[config.mk]
export PLATFORM = sky130hd
export DESIGN_NAME = rggen_bit_field_access_arbiter
export DESIGN_NICKNAME = d
export VERILOG_FILES = /design/src/rtl/rggen_bit_field_access_arbiter.sv
export SDC_FILE = /design/constraint.sdc
export NUM_CORES = 1
export LEC_CHECK = 0
export CORE_MARGIN = 4
export CORE_UTILIZATION = 39
export CTS_BUF_LIST = sky130_fd_sc_hd__clkbuf_8
export CTS_CLUSTER_DIAMETER = 50
export DETAILED_ROUTE_END_ITERATION = 10
export PLACE_DENSITY = 0.83
export SYNTH_ARGS = -nofsm -noshare
export SYNTH_HDL_FRONTEND = slang
export SYNTH_SLANG_ARGS = --single-unit
[constraint.sdc]
create_clock -name i_clk -period 1.9 [get_ports i_clk]
set_input_delay 0.38 -clock i_clk [delete_from_list [all_inputs] [get_ports i_clk]]
set_output_delay 0.38 -clock i_clk [all_outputs]
set_load 0.01 [all_outputs]
[src/rtl/rggen_bit_field_access_arbiter.sv]
// Arbitrates several requesters onto a single bit-field access port.
// One access is in flight at a time: IDLE -> ACCESS -> RESPONSE -> IDLE.
// Default build grants round-robin; define RGGEN_BIT_FIELD_ARBITER_FIXED_PRIORITY_EN
// to grant the lowest-index valid requester instead.
module rggen_bit_field_access_arbiter #(
    parameter int WIDTH      = 32,
    parameter int REQUESTERS = 2
)(
    input  logic                        i_clk,
    input  logic                        i_rst,
    input  logic [REQUESTERS-1:0]       i_request_valid,
    input  logic [REQUESTERS-1:0]       i_request_write,
    input  logic [REQUESTERS*WIDTH-1:0] i_request_mask,
    input  logic [REQUESTERS*WIDTH-1:0] i_request_write_data,
    output logic [REQUESTERS-1:0]       o_request_ready,
    output logic [REQUESTERS-1:0]       o_response_valid,
    input  logic [REQUESTERS-1:0]       i_response_ready,
    output logic [WIDTH-1:0]            o_response_read_data,
    output logic                        o_bit_field_valid,
    output logic [WIDTH-1:0]            o_bit_field_read_mask,
    output logic [WIDTH-1:0]            o_bit_field_write_mask,
    output logic [WIDTH-1:0]            o_bit_field_write_data,
    input  logic [WIDTH-1:0]            i_bit_field_read_data
);

    localparam int GW = (REQUESTERS > 1) ? $clog2(REQUESTERS) : 1;

    localparam logic [1:0] IDLE     = 2'd0;
    localparam logic [1:0] ACCESS   = 2'd1;
    localparam logic [1:0] RESPONSE = 2'd2;

    logic [1:0]       state_q, state_d;
    logic [GW-1:0]    grant_q, grant_d;
    logic             write_q, write_d;
    logic [WIDTH-1:0] mask_q, mask_d;
    logic [WIDTH-1:0] wdata_q, wdata_d;
    logic [WIDTH-1:0] rdata_q, rdata_d;

    logic             any_valid;
    logic             found;
    logic [GW-1:0]    sel;

`ifdef RGGEN_BIT_FIELD_ARBITER_FIXED_PRIORITY_EN
    // Fixed priority: lowest-index valid requester wins
    always_comb begin
        found = 1'b0;
        sel   = '0;
        for (int unsigned i = 0; i < REQUESTERS; i++) begin
            if (!found && i_request_valid[i]) begin
                found = 1'b1;
                sel   = GW'(i);
            end
        end
    end
`else
    logic [GW-1:0]    ptr_q, ptr_d;
    int unsigned      rr_idx;

    // Round-robin: first valid requester at or after the pointer, wrapping
    always_comb begin
        found  = 1'b0;
        sel    = '0;
        rr_idx = 0;
        for (int unsigned i = 0; i < REQUESTERS; i++) begin
            rr_idx = (32'(ptr_q) + i) % REQUESTERS;
            if (!found && i_request_valid[rr_idx]) begin
                found = 1'b1;
                sel   = GW'(rr_idx);
            end
        end
    end
`endif

    assign any_valid = |i_request_valid;

    // Next-state logic: latch the winning command, capture read data, wait for consumption
    always_comb begin
        state_d = state_q;
        grant_d = grant_q;
        write_d = write_q;
        mask_d  = mask_q;
        wdata_d = wdata_q;
        rdata_d = rdata_q;
`ifndef RGGEN_BIT_FIELD_ARBITER_FIXED_PRIORITY_EN
        ptr_d   = ptr_q;
`endif
        case (state_q)
            IDLE: begin
                if (any_valid) begin
                    state_d = ACCESS;
                    grant_d = sel;
                    write_d = i_request_write[sel];
                    mask_d  = i_request_mask[32'(sel)*WIDTH +: WIDTH];
                    wdata_d = i_request_write_data[32'(sel)*WIDTH +: WIDTH];
`ifndef RGGEN_BIT_FIELD_ARBITER_FIXED_PRIORITY_EN
                    ptr_d   = (sel == GW'(REQUESTERS - 1)) ? '0 : sel + GW'(1);
`endif
                end
            end
            ACCESS: begin
                state_d = RESPONSE;
                rdata_d = write_q ? '0 : i_bit_field_read_data;
            end
            RESPONSE: begin
                if (i_response_ready[grant_q]) begin
                    state_d = IDLE;
                end
            end
            default: begin
                state_d = IDLE;
            end
        endcase
    end

    // State registers with synchronous reset
    always_ff @(posedge i_clk) begin
        if (i_rst) begin
            state_q <= IDLE;
            grant_q <= '0;
            write_q <= 1'b0;
            mask_q  <= '0;
            wdata_q <= '0;
            rdata_q <= '0;
`ifndef RGGEN_BIT_FIELD_ARBITER_FIXED_PRIORITY_EN
            ptr_q   <= '0;
`endif
        end else begin
            state_q <= state_d;
            grant_q <= grant_d;
            write_q <= write_d;
            mask_q  <= mask_d;
            wdata_q <= wdata_d;
            rdata_q <= rdata_d;
`ifndef RGGEN_BIT_FIELD_ARBITER_FIXED_PRIORITY_EN
            ptr_q   <= ptr_d;
`endif
        end
    end

    // Output decode; everything is forced low while reset is asserted
    always_comb begin
        o_request_ready        = '0;
        o_response_valid       = '0;
        o_response_read_data   = '0;
        o_bit_field_valid      = 1'b0;
        o_bit_field_read_mask  = '0;
        o_bit_field_write_mask = '0;
        o_bit_field_write_data = '0;
        if (!i_rst) begin
            case (state_q)
                IDLE: begin
                    if (any_valid) begin
                        o_request_ready[sel] = 1'b1;
                    end
                end
                ACCESS: begin
                    o_bit_field_valid      = 1'b1;
                    o_bit_field_read_mask  = write_q ? '0 : mask_q;
                    o_bit_field_write_mask = write_q ? mask_q : '0;
                    o_bit_field_write_data = write_q ? wdata_q : '0;
                end
                RESPONSE: begin
                    o_response_valid[grant_q] = 1'b1;
                    o_response_read_data      = rdata_q;
                end
                default: begin
                end
            endcase
        end
    end

endmodule

# After elaboration in Yosys (flattened, before gate mapping)
# Cells that the tools add are included.
[word_totals]
regBits = 101
inputBits = 168
output_inout_bits = 133
elab_cells = 67
[op_classes]
n_addsub = 2
order_cmp = 6
eq_ne = 4
n_shift = 2
muxes = 38
n_reduce_logical = 8
[op_table]
columns = ["op", "n"]
rows = [
  ["$mux 32", 12],
  ["$shiftx 64x7->32", 2],
  ["$mux 1", 16],
  ["$mux 2", 7],
  ["$lt 1x2->1 const B", 4],
  ["$pmux 2 s3", 1],
  ["$ne 2x2->1 const B", 2],
  ["$reduce_and 2->1", 2],
  ["$logic_and 1x1->1", 3],
  ["$add 1x1->1 const B", 2],
  ["$demux 1 s1", 2],
  ["$eq 2x1->1 const B", 1],
  ["$eq 2x2->1 const B", 1],
  ["$ge 1x1->1 const B", 2],
  ["$logic_not 2->1", 1],
  ["$reduce_or 2->1", 1],
  ["$logic_not 1->1", 1],
]

# Depth between registers and ports, before layout
[depth]
depth_word = 13
mapped_depth = 6

# Worst setup path after synthesis
# No wires, ideal clock.
[synth_timing]
path_type = "input to output"
startpoint = "input i_rst"
endpoint = "output o_request_ready[1]"
arrival_ps = 1420
t_required_ps = 1520
slack_ps = 100
path_stages = 5
n_path_buf = 3
path_cell_list = "buf_6 > or3_1 > buf_6 > nor3_4 > buf_6"
[synth_via]
elab_chain_len = 1
[synth_lines]
columns = ["element", "line_no", "source"]
rows = [
  ["from (decl)", "10", "input logic i_rst,"],
  ["$mux 2", "149", "if (!i_rst) begin"],
  ["to (decl)", "15", "output logic [REQUESTERS-1:0] o_request_ready,"],
]
# Every way passes these cells.

# Final worst setup path
[layout_timing]
startpoint = "register state_q[1]"
endpoint = "output o_bit_field_read_mask[5]"
[layout_via]
elab_chain_len = 3
[layout_lines]
columns = ["element", "line_no", "source"]
rows = [
  ["from (decl)", "32", "logic [1:0] state_q, state_d;"],
  ["from (signal assigned)", "128", "state_q <= state_d;"],
  ["$eq 2x1->1", "150", "case (state_q)"],
  ["$mux 32", "150", ""],
  ["$mux 32", "149", ""],
  ["to (decl)", "20", "output logic [WIDTH-1:0] o_bit_field_read_mask,"],
]
# Every way passes these cells.

==> impl_metrics.py <==
metrics = {
    "timing": {
        "fmax_mhz": 460,
        "finalCritPeriodShare": 1.15,
        "whs_ns": 0.378,
        "drv_slew": 0,
        "rsz0062_at_grt": "yes",
        "tightestPinTransition_ns": 0.484,
        "fin_crit_ns": 2.18,
        "finalHoldViolCount": 0,
        "finalClockSkew_ns": 0.0114,
        "finalSetupViolCount": 125,
        "maxSlewHeadroom": 0.677,
        "worst_slack_ns": -0.276,
    },
    "power_and_ir_drop": {
        "vdd_ir_drop_max_mv": 0.360,
        "p_leak_uw": 0.00371,
        "power.total_uw": 5120,
        "power.density_nw_per_um2": 573,
    },
    "setup_path": {
        "end_kind": "primary output",
        "startpoint_type": "register",
        "critPathMaxFanout": 6,
        "critical_path_required_ns": 1.52,
        "r2r_cells": 5,
        "cp.arrival_ns": 1.80,
        "critPathKind": "register to primary output",
    },
    "logic_synthesis": {
        "synthSimpleGateAreaFrac": 0.305,
        "syn_area_per_cell_um2": 7.82,
        "synth_flop_cell": "dfxtp_1",
        "syn-cell-area_um2": 5140,
        "synth_warnings": 0,
        "synth.most_common_cell": "dfxtp_1",
        "synth-async-reset-ratio": 0,
        "synth_top_family_by_area": "simple AND/OR/NAND/NOR gates",
        "synth.distinct_cells": 33,
        "yosysTopAreaCell": "dfxtp_1",
        "synthTopCellsByCount": "dfxtp_1 (101), and2_1 (96), o21ai_0 (73)",
        "muxShareOfSynthArea": 0,
        "synth-adder-area-share": 0,
        "synth-xor-area-share": 0,
        "syn_inst": 657,
        "synth_edf_count": 0,
        "synth_compound_area_frac": 0.226,
        "ys_seq_area_frac": 0.394,
        "synth.area.top_cells": "dfxtp_1 (39%), and2_1 (12%), o21ai_0 (7.1%), a311oi_1 (5.3%), clkbuf_1 (4.3%)",
        "synthDominantCellAreaShare": 0.394,
        "syn_nets": 825,
        "ys_ff_latch": 101,
    },
    "placed_design": {
        "portBuffers": 300,
        "hpwl_um": 14600,
        "gp_congestion": 0.785,
    },
    "cts": {
        "path_clk_slew_ns": 0.09,
        "root_buffer": "clkbuf_8",
        "cts_tree": "built",
        "holdBufCountCts": 0,
        "clk_latency_ns": 0.37,
        "cts_max_level": 3,
        "clock_path_buffers": 2,
        "clkSinkCount": 101,
        "numCtsBuffers": 9,
    },
    "finish": {
        "area_delta_synth_final_pct": 73.8,
        "fillers": 1066,
        "drive_above_1_share": 0.302,
        "final_core_util": 0.699,
        "fin_nets": 1128,
        "diodes": 0,
    },
    "hold_path": {
        "hold_class": "primary input to register",
        "worstHoldPathCells": 3,
    },
    "drt": {
        "drcViolationCount": 0,
        "highest_layer": "met5",
        "wl_met1_um": 8080,
        "avgRoutedWirePerCell_um": 18.4,
        "antenna_left": 0,
        "drtPass1Iterations": 5,
        "wl_met2_um": 10300,
        "vias": 5932,
        "wl_um": 20900,
        "met3_length_um": 2070,
        "viasPerCell": 5.22,
        "first_iter_violations": 434,
    },
    "grt": {
        "grt_pass1_wl_um": 31100,
        "grt_remaining_overflow": 0,
        "grt_pass1_vias": 5652,
        "grt_max_degree": 55,
        "grt_use_total": 0.268,
        "antenna_found_initial": 1,
    },
    "die": {
        "die_w_um": 123,
        "die-area_um2": 15100,
        "die_h_um": 123,
        "rows": 41,
        "pin_count": 301,
        "core_area_um2": 12800,
        "initial_core_util": 0.402,
    },
    "status": {
        "violations": "setup timing",
        "outcome": "finished with violations",
    },
    "run": {
        "maxCapViolations": 0,
    },
}
-- where the power goes --
part	total, uW	leakage [uW]	switching (uW)	internal (uW)
Combinational	1360	0.00279	620	739
Clock	1290	0.0000926	748	538
Sequential	2470	0.000833	139	2330
-- layout by cell type, fill, tap and decap left out, types with 2 or more instances in the layout --
master	instances
buf_2	55
or2_2	2
clkbuf_2	3
clkbuf_8	11
a311oi_1	31
a221o_2	8
inv_1	26
buf_6	68
buf_4	38
nand3_1	41
clkdlybuf4s15_2	17
buf_16	6
a21oi_1	32
a31oi_1	10
dfxtp_1	99
o21ai_0	73
dfxtp_4	2
and2_1	38
nor2_2	5
and2_4	58
nor3_1	26
nor2_1	31
buf_12	7
a21o_1	2
clkdlybuf4s50_1	166
nand2_1	32
a221o_1	16
nand4_1	10
nand2b_1	34
-- registers in the layout, indices dropped and copies added (netlist names) --
| register | count |
|---|---|
| ptr_q | 1 |
| wdata_q | 32 |
| grant_q | 1 |
| rdata_q | 32 |
| state_q | 2 |
| mask_q | 32 |
| write_q | 1 |
-- final timing paths --
path	start	to	slack, ns
worst max register to register	state_q[1]$_SDFFE_PP0P_	mask_q[6]$_SDFFE_PP0P_	0.12
worst min register to register	rdata_q[31]$_SDFFE_PP0N_	rdata_q[31]$_SDFFE_PP0N_	0.49
worst max-delay path	state_q[1]$_SDFFE_PP0P_	o_bit_field_read_mask[5]	-0.28
worst min-delay path	i_rst	state_q[1]$_SDFFE_PP0P_	0.38
-- critical path, stage by stage (launching register included) --
cell     delay [ns]
dfxtp_4        0.37
buf_6          0.12
nor4b_4        0.27
buf_4          0.18
buf_6          0.11
buf_6          0.13
and2_4         0.15
buf_6          0.09
-- cell type report --
type / count / area (um2) / share of cell area
clock inverters: 4 / 25.0 / 0.00280
clock buffers: 11 / 151 / 0.0170
multi-input cells: 463 / 2920 / 0.327
repair buffers: 360 / 3500 / 0.392
well taps: 172 / 215 / 0.0241
flip-flops and latches: 101 / 2030 / 0.227
inverters: 25 / 93.8 / 0.0105
-- layer usage --
metal,GRT usage,vias to the layer above
li1,-,2896
met1,0.311,2757
met2,0.460,243
met3,0.0894,34
met4,0.0952,2
met5,0,-
-- metrics by stage --
| step | TNS (ns) | cell area [um2] | instances | setup WS, ns |
|---|---|---|---|---|
| 3_5_place_dp | -35.74 | 8470 | 1102 | -0.455 |
| 5_1_grt | -31.42 | 8930 | 1136 | -0.331 |
| 4_1_cts | -20.84 | 8810 | 1137 | -0.227 |
| 2_1_floorplan | 0 | 5140 | 657 | 0.100 |
| 6_report | -19.84 | 8930 | 1136 | -0.276 |
| 3_3_place_gp | -32.62 | 8470 | 1102 | -0.427 |
-- cells by family (layout without fill, tap and decap cells) --
kind of cell           Yosys count  in the layout
AO/OA/AOI/OAI                  176            176
buffers and inverters           93            400
flip-flops                     101            101
AND/OR/NAND/NOR                287            287
-- timing repair --
item                                    CTS  global route
buffers inserted                         12             2
endpoints found under the setup margin  133           132
pin swaps                                44             6
endpoints found under the hold margin     0             0
gates cloned                              8             0
gates resized for setup                 620            49
Power figures use the tool's default switching activity.
